File: config.mk
export PLATFORM = sky130hd
export DESIGN_NAME = gelato_fetch_skd_flat
export DESIGN_NICKNAME = d
export VERILOG_FILES = /design/src/rtl/gelato_types.sv /design/src/rtl/gelato_pctable_fetchskd_if.sv /design/src/rtl/gelato_rr_arbiter.sv /design/src/rtl/gelato_fetch_skd.sv /design/src/flat_wrapper.sv
export SDC_FILE = /design/constraint.sdc
export NUM_CORES = 1
export LEC_CHECK = 0
export BUFFER_PORTS_ARGS = -buffer_cell sky130_fd_sc_hd__buf_2
export CELL_PAD_IN_SITES_DETAIL_PLACEMENT = 1
export CELL_PAD_IN_SITES_GLOBAL_PLACEMENT = 1
export CORE_AREA = 2 2 476 478
export CTS_CLUSTER_DIAMETER = 120
export DETAILED_ROUTE_END_ITERATION = 6
export DIE_AREA = 0 0 478 480
export PLACE_DENSITY = 0.31
export RECOVER_POWER = 100
export SYNTH_ARGS = -nofsm -noshare
export SYNTH_HDL_FRONTEND = slang
export SYNTH_HIERARCHICAL = 1
export SYNTH_SLANG_ARGS = --single-unit
File: constraint.sdc
create_clock -name clk -period 5.09 [get_ports clk]
set_input_delay 0 -clock clk [delete_from_list [all_inputs] [get_ports clk]]
set_output_delay 0 -clock clk [all_outputs]
set_load 0.05 [all_outputs]
File: src/rtl/gelato_types.sv
// Shared gelato scalar types.
// WARP_NUM may be overridden with +define+WARP_NUM=<n> (power of two).
`ifndef WARP_NUM
`define WARP_NUM 32
`endif

package gelato_types;

   localparam int WARP_NUM = `WARP_NUM;
   localparam int WARP_W   = (WARP_NUM > 1) ? $clog2(WARP_NUM) : 1;

   typedef logic [WARP_W-1:0] warp_num_t;
   typedef logic [31:0]       addr_t;
   typedef logic [3:0]        split_table_num_t;

   function automatic warp_num_t wrap_add(warp_num_t p, int unsigned k);
      int unsigned s;
      s = (int'(p) + k) % WARP_NUM;
      return warp_num_t'(s);
   endfunction

endpackage

File: src/rtl/gelato_pctable_fetchskd_if.sv
// PC table -> fetch scheduler bundle: per-warp state plus
// one activation strobe per cycle.
interface gelato_pctable_fetchskd_if;
   import gelato_types::*;

   logic [WARP_NUM-1:0] valid;
   addr_t               pc [WARP_NUM];
   split_table_num_t    split_table_num [WARP_NUM];
   logic                activate_valid;
   warp_num_t           activate_warp_num;

   modport master (
      output valid,
      output pc,
      output split_table_num,
      output activate_valid,
      output activate_warp_num
   );

   modport slave (
      input valid,
      input pc,
      input split_table_num,
      input activate_valid,
      input activate_warp_num
   );

endinterface

File: src/rtl/gelato_rr_arbiter.sv
// Round-robin arbiter: first requester after ptr wins,
// searching ptr+1 .. ptr+WARP_NUM with wraparound.
module gelato_rr_arbiter
   import gelato_types::*;
(
   input  logic [WARP_NUM-1:0] req,
   input  warp_num_t           ptr,
   output logic                gnt_valid,
   output warp_num_t           gnt_idx
);

   warp_num_t cand;

   // walk backwards so the earliest candidate is the last to write
   always_comb begin
      gnt_valid = 1'b0;
      gnt_idx   = '0;
      cand      = '0;
      for (int i = WARP_NUM; i >= 1; i--) begin
         cand = wrap_add(ptr, i);
         if (req[cand]) begin
            gnt_valid = 1'b1;
            gnt_idx   = cand;
         end
      end
   end

endmodule

File: src/rtl/gelato_fetch_skd.sv
// Warp fetch scheduler: ready bits, round-robin pick, 1-entry slot.
// Define GELATO_FETCH_SKD_PERF_EN for issue/stall counters.
module gelato_fetch_skd
   import gelato_types::*;
(
   input  logic                       clk,
   input  logic                       rst,
   gelato_pctable_fetchskd_if.slave   pctable,
   output logic                       fetch_valid,
   input  logic                       fetch_ready,
   output warp_num_t                  fetch_warp_num,
   output addr_t                      fetch_pc,
   output split_table_num_t           fetch_split_table_num,
   input  logic                       flush_valid,
   input  warp_num_t                  flush_warp_num
`ifdef GELATO_FETCH_SKD_PERF_EN
   ,
   output logic [31:0]                perf_issue_cnt,
   output logic [31:0]                perf_stall_cnt
`endif
);

   logic [WARP_NUM-1:0] rdy_q, rdy_d;
   logic                slot_v_q, slot_v_d;
   warp_num_t           slot_warp_q, slot_warp_d;
   addr_t               slot_pc_q, slot_pc_d;
   split_table_num_t    slot_stn_q, slot_stn_d;
   warp_num_t           rr_ptr_q, rr_ptr_d;

   logic [WARP_NUM-1:0] flush_mask, act_mask, sel_mask, req;
   logic                fire, load_en, sel;
   logic                gnt_valid;
   warp_num_t           gnt_idx;

   always_comb begin
      flush_mask = '0;
      act_mask   = '0;
      if (flush_valid)
         flush_mask[flush_warp_num] = 1'b1;
      if (pctable.activate_valid)
         act_mask[pctable.activate_warp_num] = 1'b1;
   end

   assign req = pctable.valid & rdy_q & ~flush_mask;

   gelato_rr_arbiter u_arb (
      .req       (req),
      .ptr       (rr_ptr_q),
      .gnt_valid (gnt_valid),
      .gnt_idx   (gnt_idx)
   );

   assign fire    = slot_v_q & fetch_ready;
   assign load_en = ~slot_v_q | fire;
   assign sel     = load_en & gnt_valid;

   always_comb begin
      sel_mask = '0;
      if (sel)
         sel_mask[gnt_idx] = 1'b1;
   end

   // activation is applied last so it beats both flush and selection
   always_comb begin
      rdy_d       = (rdy_q & ~flush_mask & ~sel_mask) | act_mask;
      slot_v_d    = slot_v_q;
      slot_warp_d = slot_warp_q;
      slot_pc_d   = slot_pc_q;
      slot_stn_d  = slot_stn_q;
      rr_ptr_d    = rr_ptr_q;
      if (load_en) begin
         slot_v_d = gnt_valid;
         if (gnt_valid) begin
            slot_warp_d = gnt_idx;
            slot_pc_d   = pctable.pc[gnt_idx];
            slot_stn_d  = pctable.split_table_num[gnt_idx];
            rr_ptr_d    = gnt_idx;
         end
      end else if (flush_valid && flush_warp_num == slot_warp_q) begin
         slot_v_d = 1'b0;
      end
   end

   always_ff @(posedge clk) begin
      if (rst) begin
         rdy_q       <= '0;
         slot_v_q    <= 1'b0;
         slot_warp_q <= '0;
         slot_pc_q   <= '0;
         slot_stn_q  <= '0;
         rr_ptr_q    <= warp_num_t'(WARP_NUM - 1);
      end else begin
         rdy_q       <= rdy_d;
         slot_v_q    <= slot_v_d;
         slot_warp_q <= slot_warp_d;
         slot_pc_q   <= slot_pc_d;
         slot_stn_q  <= slot_stn_d;
         rr_ptr_q    <= rr_ptr_d;
      end
   end

   assign fetch_valid           = slot_v_q;
   assign fetch_warp_num        = slot_warp_q;
   assign fetch_pc              = slot_pc_q;
   assign fetch_split_table_num = slot_stn_q;

`ifdef GELATO_FETCH_SKD_PERF_EN
   logic [31:0] issue_cnt_q, issue_cnt_d;
   logic [31:0] stall_cnt_q, stall_cnt_d;

   always_comb begin
      issue_cnt_d = issue_cnt_q + {31'd0, fire};
      stall_cnt_d = stall_cnt_q + {31'd0, slot_v_q & ~fetch_ready};
   end

   always_ff @(posedge clk) begin
      if (rst) begin
         issue_cnt_q <= '0;
         stall_cnt_q <= '0;
      end else begin
         issue_cnt_q <= issue_cnt_d;
         stall_cnt_q <= stall_cnt_d;
      end
   end

   assign perf_issue_cnt = issue_cnt_q;
   assign perf_stall_cnt = stall_cnt_q;
`endif

endmodule

File: src/flat_wrapper.sv
// flat-port wrapper written by rule: the top's interface ports become plain ports
module gelato_fetch_skd_flat import gelato_types::*;
  (clk, rst, fetch_valid, fetch_ready, fetch_warp_num, fetch_pc, fetch_split_table_num, flush_valid, flush_warp_num, pctable_valid, pctable_pc, pctable_split_table_num, pctable_activate_valid, pctable_activate_warp_num);
  gelato_pctable_fetchskd_if pctable_i ();
  input  logic clk;
  input  logic rst;
  output logic fetch_valid;
  input  logic fetch_ready;
  output warp_num_t fetch_warp_num;
  output addr_t fetch_pc;
  output split_table_num_t fetch_split_table_num;
  input  logic flush_valid;
  input  warp_num_t flush_warp_num;
  input wire logic [$bits(pctable_i.valid)-1:0] pctable_valid;
  input wire logic [$bits(pctable_i.pc)-1:0] pctable_pc;
  input wire logic [$bits(pctable_i.split_table_num)-1:0] pctable_split_table_num;
  input wire logic [$bits(pctable_i.activate_valid)-1:0] pctable_activate_valid;
  input wire logic [$bits(pctable_i.activate_warp_num)-1:0] pctable_activate_warp_num;
  assign pctable_i.valid = pctable_valid;
  assign pctable_i.pc = {>>{pctable_pc}};
  assign pctable_i.split_table_num = {>>{pctable_split_table_num}};
  assign pctable_i.activate_valid = pctable_activate_valid;
  assign pctable_i.activate_warp_num = pctable_activate_warp_num;
  gelato_fetch_skd u_core (.clk(clk), .rst(rst), .pctable(pctable_i), .fetch_valid(fetch_valid), .fetch_ready(fetch_ready), .fetch_warp_num(fetch_warp_num), .fetch_pc(fetch_pc), .fetch_split_table_num(fetch_split_table_num), .flush_valid(flush_valid), .flush_warp_num(flush_warp_num));
endmodule
==> results.py, run 1 <==
metrics = {
    "job": {
        "drv_cap": 0,
    },
    "cts": {
        "clk_latency_ns": 0.44,
        "clock-sinks": 79,
        "clockBufferDepth": 2,
        "root_buffer": "clkbuf_16",
        "cts_made_buffers": 9,
        "path_clk_slew_ns": 0.10,
        "cts_tree": "done",
        "htreeDepth": 3,
    },
    "synthesis": {
        "yosysWarnings": 6,
        "syn-cell-area_sq_um": 18500,
        "synth_cell_types": 103,
        "yosysSeqAreaShare": 0.0855,
        "synth-seq-cells": 79,
        "syn_area_per_cell_sq_um": 8.87,
        "ys.flop_type": "dfxtp_1",
        "synth_nets": 3298,
        "synthArstFlopShare": 0,
        "synth_edf_count": 0,
        "synthCells": 2086,
    },
    "die": {
        "start_util": 0.0826,
        "num_rows": 174,
        "die_area_sq_um": 229000,
        "core_area_sq_um": 224000,
        "die_x_um": 478,
        "die_y_um": 480,
        "io-pin-count": 1241,
    },
    "critical_path": {
        "crit_chain": "clkinv_8 > ha_4 > buf_12 > mux4_2 > buf_4 > mux4_2 > nand2_2 > and2_4 > nand4_1 > or3b_4 > o311ai_4 > buf_6 > a2bb2oi_4 > buf_6 > buf_16 > mux2i_2 > buf_6 > o22ai_2 > or4_4 > buf_6 > a41oi_2 > a311oi_1",
        "crit_slowest_cell": "mux4_2",
        "path_delay_family": "simple AND/OR/NAND/NOR gates",
        "worst_ep_arrival_time_ns": 5.98,
        "crit_path_max_incr_delay_ns": 0.57,
        "critPathKind": "register to register",
        "required_ns": 5.38,
        "cpMostUsedCell": "buf_6",
        "end_kind": "register",
        "crit_buf_inv": 8,
        "cp_max_fo": 8,
        "reg2reg_setup_slack_ns": -0.60,
        "crit_path_start_kind": "register",
    },
    "route": {
        "dr_total_vias": 28500,
        "drc": 0,
        "ant_nets": 0,
        "wl_um": 265000,
        "drt-pass1-iter-count": 5,
        "wl_per_cell_um": 37.2,
        "vias_per_cell": 3.99,
        "drt-initial-drc-count": 1688,
    },
    "run_status": {
        "status": "complete, but fails checks",
        "failed_checks": "setup timing",
    },
    "timing": {
        "fin_skew_ns": 0.0250,
        "whs_ns": 0.0553,
        "worstMarginPinSlew_ns": 1.42,
        "slew_headroom": 0.0578,
        "finalSetupTns_ns": -27.57,
        "hold_viol": 0,
        "period_needed_ns": 5.69,
        "rsz0062_at_grt": "true",
        "drv_slew": 0,
        "max_freq_mhz": 176,
        "finalSetupViolCount": 73,
        "setup_slack_ns": -0.598,
        "period_share": 1.12,
    },
    "layout": {
        "layoutNonFillerInstCount": 7139,
        "area_growth_pct": 122,
        "fillers": 26300,
        "fin_nets": 5275,
        "final_cell_area_sq_um": 41000,
        "final_layout_size_suffix_gt1_frac": 0.702,
    },
    "grt": {
        "grt_pass1_vias": 29900,
        "grt_max_degree": 70,
        "grt_usage": 0.219,
        "grt_pass1_wl_um": 327000,
        "grt_antenna_before_repair": 193,
        "grt_overflow": 0,
    },
    "placed_design": {
        "dpl.hpwl_um": 228000,
        "dp_cells": 6864,
        "place_area_sq_um": 33800,
        "place_congestion": 0.917,
        "numPortBuffers": 1240,
    },
    "min_path": {
        "hold_class": "input pin to register",
    },
}
logic make-up (layout without fill, tap and decap cells):
logic type / after synthesis / after routing / synth area share
AOI/OAI and AO/OA: 559 / 562 / 0.209
xor gates and xnor gates: 34 / 34 / 0.0183
adders and majority gates: 13 / 13 / 0.00879
buffers and inverters: 225 / 2203 / 0.0693
DFF: 79 / 79 / 0.0855
muxes: 619 / 619 / 0.461
other: 0 / 80 / 0
and+or+nand+nor: 557 / 557 / 0.148
cells in the mapped netlist (all sizes together), types with 12 or more instances:
master	count	area, sq um
and2	15	93.8
a22oi	17	128
xnor2	26	269
a21oi	90	454
mux2	48	544
o221ai	32	280
o211a	31	310
ha	13	163
o22ai	146	913
nand2	173	649
mux4	176	4010
nor2	141	532
nand3	24	120
or2	16	103
buf	131	925
inv	22	82.6
mux2i	395	3980
clkbuf	67	255
nor3	42	221
o211ai	19	143
o21ai	78	390
dfxtp	79	1580
nor4	41	257
nand2b	12	75.1
nor2b	35	226
a31oi	22	138
a311oi	49	460
per-stage QoR:
step | setup slack [ns] | util
global placement | -2.03 | 0.151
CTS | -0.617 | 0.171
finish | -0.598 | 0.183
floorplan | 0.0103 | -
global route | -0.675 | 0.183
detailed placement | -2.00 | 0.151
path summary, 6_finish.rpt:
kind	from	end	cells after the start
min reg2reg	u_core/rdy_q[1]	u_core/rdy_q[1]	2
max reg2reg	u_core/rr_ptr_q[1]	u_core/fetch_split_table_num[3]	22
min	pctable_activate_warp_num[3]	u_core/rdy_q[16]	4
max	u_core/rr_ptr_q[1]	u_core/fetch_split_table_num[3]	22
timing repair:
action,4_1_cts,5_1_grt
endpoints found under the setup margin,78,74
pin swaps,76,140
endpoints found under the hold margin,1,0
cloned,20,15
resized for setup,530,392
hold buffers,1,0
buffers inserted,115,65
state kept, by name (all words and copies together) (netlist names):
signal,cells
u_core/rdy_q,32
u_core/fetch_warp_num,5
u_core/rr_ptr_q,5
u_core/fetch_valid,1
u_core/fetch_pc,32
u_core/fetch_split_table_num,4
layout by cell type (no fill, tap or decap), types with 24 or more instances in the layout:
| master | instances |
|---|---|
| buf_2 | 1197 |
| buf_4 | 664 |
| mux2i_1 | 279 |
| mux4_2 | 168 |
| nand2_1 | 146 |
| nor2_1 | 119 |
| buf_6 | 108 |
| buf_12 | 87 |
| diode_2 | 80 |
| a21oi_1 | 80 |
| dfxtp_1 | 76 |
| o22ai_1 | 67 |
| mux2i_2 | 61 |
| mux2i_4 | 55 |
| o22ai_2 | 44 |
| clkbuf_1 | 42 |
| o21ai_0 | 41 |
| o22ai_4 | 35 |
| mux2_2 | 33 |
| o211a_1 | 30 |
| a311oi_2 | 30 |
| buf_16 | 28 |
| clkbuf_16 | 24 |
| o221ai_2 | 24 |
area by class of cell:
class / count / area, sq um / area share
antenna: 80 / 200 / 0.00488
tap: 2992 / 3740 / 0.0913
sequential: 79 / 1590 / 0.0388
clock inverter: 5 / 63.8 / 0.00156
clock buffer: 10 / 239 / 0.00583
timing repair buffer: 2161 / 15600 / 0.380
inverter: 27 / 119 / 0.00290
multi-input combinational: 1785 / 19500 / 0.475
layer usage:
metal / wire, um / global-route usage / up-vias
li1: - / - / 12500
met1: 112000 / 0.274 / 14400
met2: 130000 / 0.387 / 1188
met3: 13100 / 0.0369 / 378
met4: 10000 / 0.0537 / 86
met5: 543 / 0 / -
worst min-delay path, cell delays in order:
cell and delay, ns:
buf_2 0.18, nor3b_1 0.12, nand2_1 0.08, a21oi_1 0.05
Power of run 1 is not shown: default switching activity piles up to over one toggle a cycle in this logic, so the estimate is an artifact.
==> inputs of run 2 (changes only) <==
--- a/config.mk
+++ b/config.mk
@@ -8,10 +8,11 @@
 export BUFFER_PORTS_ARGS = -buffer_cell sky130_fd_sc_hd__buf_2
 export CELL_PAD_IN_SITES_DETAIL_PLACEMENT = 1
 export CELL_PAD_IN_SITES_GLOBAL_PLACEMENT = 1
-export CORE_AREA = 2 2 476 478
+export CORE_AREA = 2 2 482 484
+export CTS_BUF_LIST = sky130_fd_sc_hd__clkbuf_8
 export CTS_CLUSTER_DIAMETER = 120
 export DETAILED_ROUTE_END_ITERATION = 6
-export DIE_AREA = 0 0 478 480
+export DIE_AREA = 0 0 484 486
 export PLACE_DENSITY = 0.31
 export RECOVER_POWER = 100
 export SYNTH_ARGS = -nofsm -noshare
==> results.py, run 2 (synthesized netlist as in run 1, its figures left out) <==
metrics = {
    "run_status": {
        "status": "complete, but fails checks",
        "failed_checks": "setup timing",
    },
    "route": {
        "dr_total_vias": 28600,
        "drc": 0,
        "vias_per_cell": 3.97,
        "drt-pass1-iter-count": 5,
        "drt-initial-drc-count": 1333,
        "wl_um": 263000,
        "wl_per_cell_um": 36.5,
        "ant_nets": 0,
    },
    "job": {
        "drv_cap": 0,
    },
    "grt": {
        "grt_pass1_vias": 30700,
        "grt_max_degree": 59,
        "grt_antenna_before_repair": 180,
        "grt_overflow": 0,
        "grt_pass1_wl_um": 327000,
        "grt_usage": 0.213,
    },
    "critical_path": {
        "regToRegEndpoint": "u_core/fetch_pc[0]",
        "startpoint": "u_core/rr_ptr_q[1]",
        "critPathKind": "register to register",
        "required_ns": 5.53,
        "crit_path_start_kind": "register",
        "r2r_cells": 24,
        "reg2reg_setup_slack_ns": -0.49,
        "end_kind": "register",
        "cp_max_fo": 7,
        "worst_ep_arrival_time_ns": 6.01,
        "r2r-start": "u_core/rr_ptr_q[1]",
    },
    "timing": {
        "period_needed_ns": 5.58,
        "hold_viol": 0,
        "finalSetupViolCount": 59,
        "drv_slew": 0,
        "max_freq_mhz": 179,
        "period_share": 1.10,
        "slew_headroom": 0.247,
        "setup_slack_ns": -0.486,
        "worstMarginPinSlew_ns": 1.13,
        "rsz0062_at_grt": "true",
        "fin_skew_ns": 0.0376,
    },
    "min_path": {
        "min-delay-start": "pctable_pc[96]",
        "whs_endpoint": "u_core/fetch_pc[0]",
        "hold_depth": 5,
        "hold_class": "input pin to register",
    },
    "placed_design": {
        "dp_cells": 6899,
        "dpl.hpwl_um": 226000,
        "place_area_sq_um": 34000,
        "numPortBuffers": 1240,
        "place_congestion": 0.918,
    },
    "die": {
        "start_util": 0.0806,
        "die_area_sq_um": 235000,
        "io-pin-count": 1241,
        "die_y_um": 486,
        "core_area_sq_um": 229000,
        "num_rows": 176,
        "die_x_um": 484,
    },
    "layout": {
        "final_layout_size_suffix_gt1_frac": 0.706,
        "layoutNonFillerInstCount": 7211,
        "fillers": 27000,
        "layout_common_cells": "1,198 x buf_2, 644 x buf_4, 255 x mux2i_1",
        "layout_commonest_cell": "buf_2",
        "fin_nets": 5316,
        "area_growth_pct": 126,
        "final_cell_area_sq_um": 41800,
    },
    "cts": {
        "clockBufferDepth": 2,
        "cts_tree": "done",
        "root_buffer": "clkbuf_8",
        "clock-sinks": 79,
        "path_clk_slew_ns": 0.13,
        "cts_made_buffers": 9,
        "htreeDepth": 3,
        "clk_latency_ns": 0.53,
    },
}
## run 2: cell count changes in the layout (fill, tap and decap cells not counted), sizes merged
| cell | previous run | this run |
|---|---|---|
| a21oi | 91 | 90 |
| buf | 2100 | 2121 |
| bufbuf | 2 | 7 |
| clkbuf | 68 | 63 |
| clkinv | 5 | 7 |
| diode | 80 | 76 |
| dlygate4sd3 | 1 | 22 |
| o211a | 32 | 31 |
## run 2: worst max-delay path by stage
stage,to,cells past startpoint
global placement,u_core/fetch_pc[4],23
detailed placement,u_core/fetch_pc[4],20
floorplan,u_core/fetch_pc[3],21
finish,u_core/fetch_pc[0],24
CTS,u_core/fetch_pc[0],22
global route,u_core/fetch_split_table_num[3],26
## run 2: cell type report
type	count	area (sq um)	area share
antenna	76	190	0.00455
clock inverter	7	88.8	0.00212
inverter	27	119	0.00284
clock buffer	9	124	0.00296
timing repair buffer	2204	16300	0.389
sequential	79	1590	0.0379
multi-input combinational	1783	19700	0.470
tap	3026	3790	0.0905
## run 2: per-layer routing
metal | global-route usage | wire length [um]
met5 | 0 | 486
met4 | 0.0494 | 9500
met3 | 0.0389 | 13300
met2 | 0.383 | 130000
met1 | 0.260 | 110000
## run 2: what timing repair did
item | in CTS | in global routing
gates resized for setup | 682 | 325
hold endpoints to repair | 36 | 0
gates cloned | 28 | 8
pin swaps | 125 | 121
buffers inserted | 132 | 67
setup endpoints to repair | 78 | 68
hold buffers | 22 | 0
## run 2: per-stage QoR
stage          setup TNS (ns)  hold slack (ns)   util  setup slack (ns)
3_3_place_gp           -91.13            0.480  0.148             -2.01
2_1_floorplan               0            0.198      -            0.0103
6_report               -15.56           0.0500  0.182            -0.486
3_5_place_dp           -93.98            0.484  0.148             -2.14
5_1_grt                -25.89           0.0567  0.182            -0.648
4_1_cts                -18.78          0.00195  0.173            -0.580
## run 2: critical path: stages (launching register included)
cell and delay, ns:
dfxtp_4 0.41, clkinv_8 0.06, ha_4 0.25, buf_12 0.15, buf_6 0.11, mux4_2 0.42
mux2_4 0.18, mux2i_1 0.06, buf_4 0.18, mux2_4 0.29, buf_6 0.13, buf_6 0.12
or4_4 0.46, a31o_1 0.26, a31oi_4 0.22, o211ai_1 0.15, a31oi_4 0.34, or4b_4 0.56
buf_12 0.18, buf_12 0.15, buf_12 0.15, o22ai_4 0.19, nor4_4 0.09, buf_4 0.15
a311oi_2 0.20
Power of run 2 is left out for the same reason.
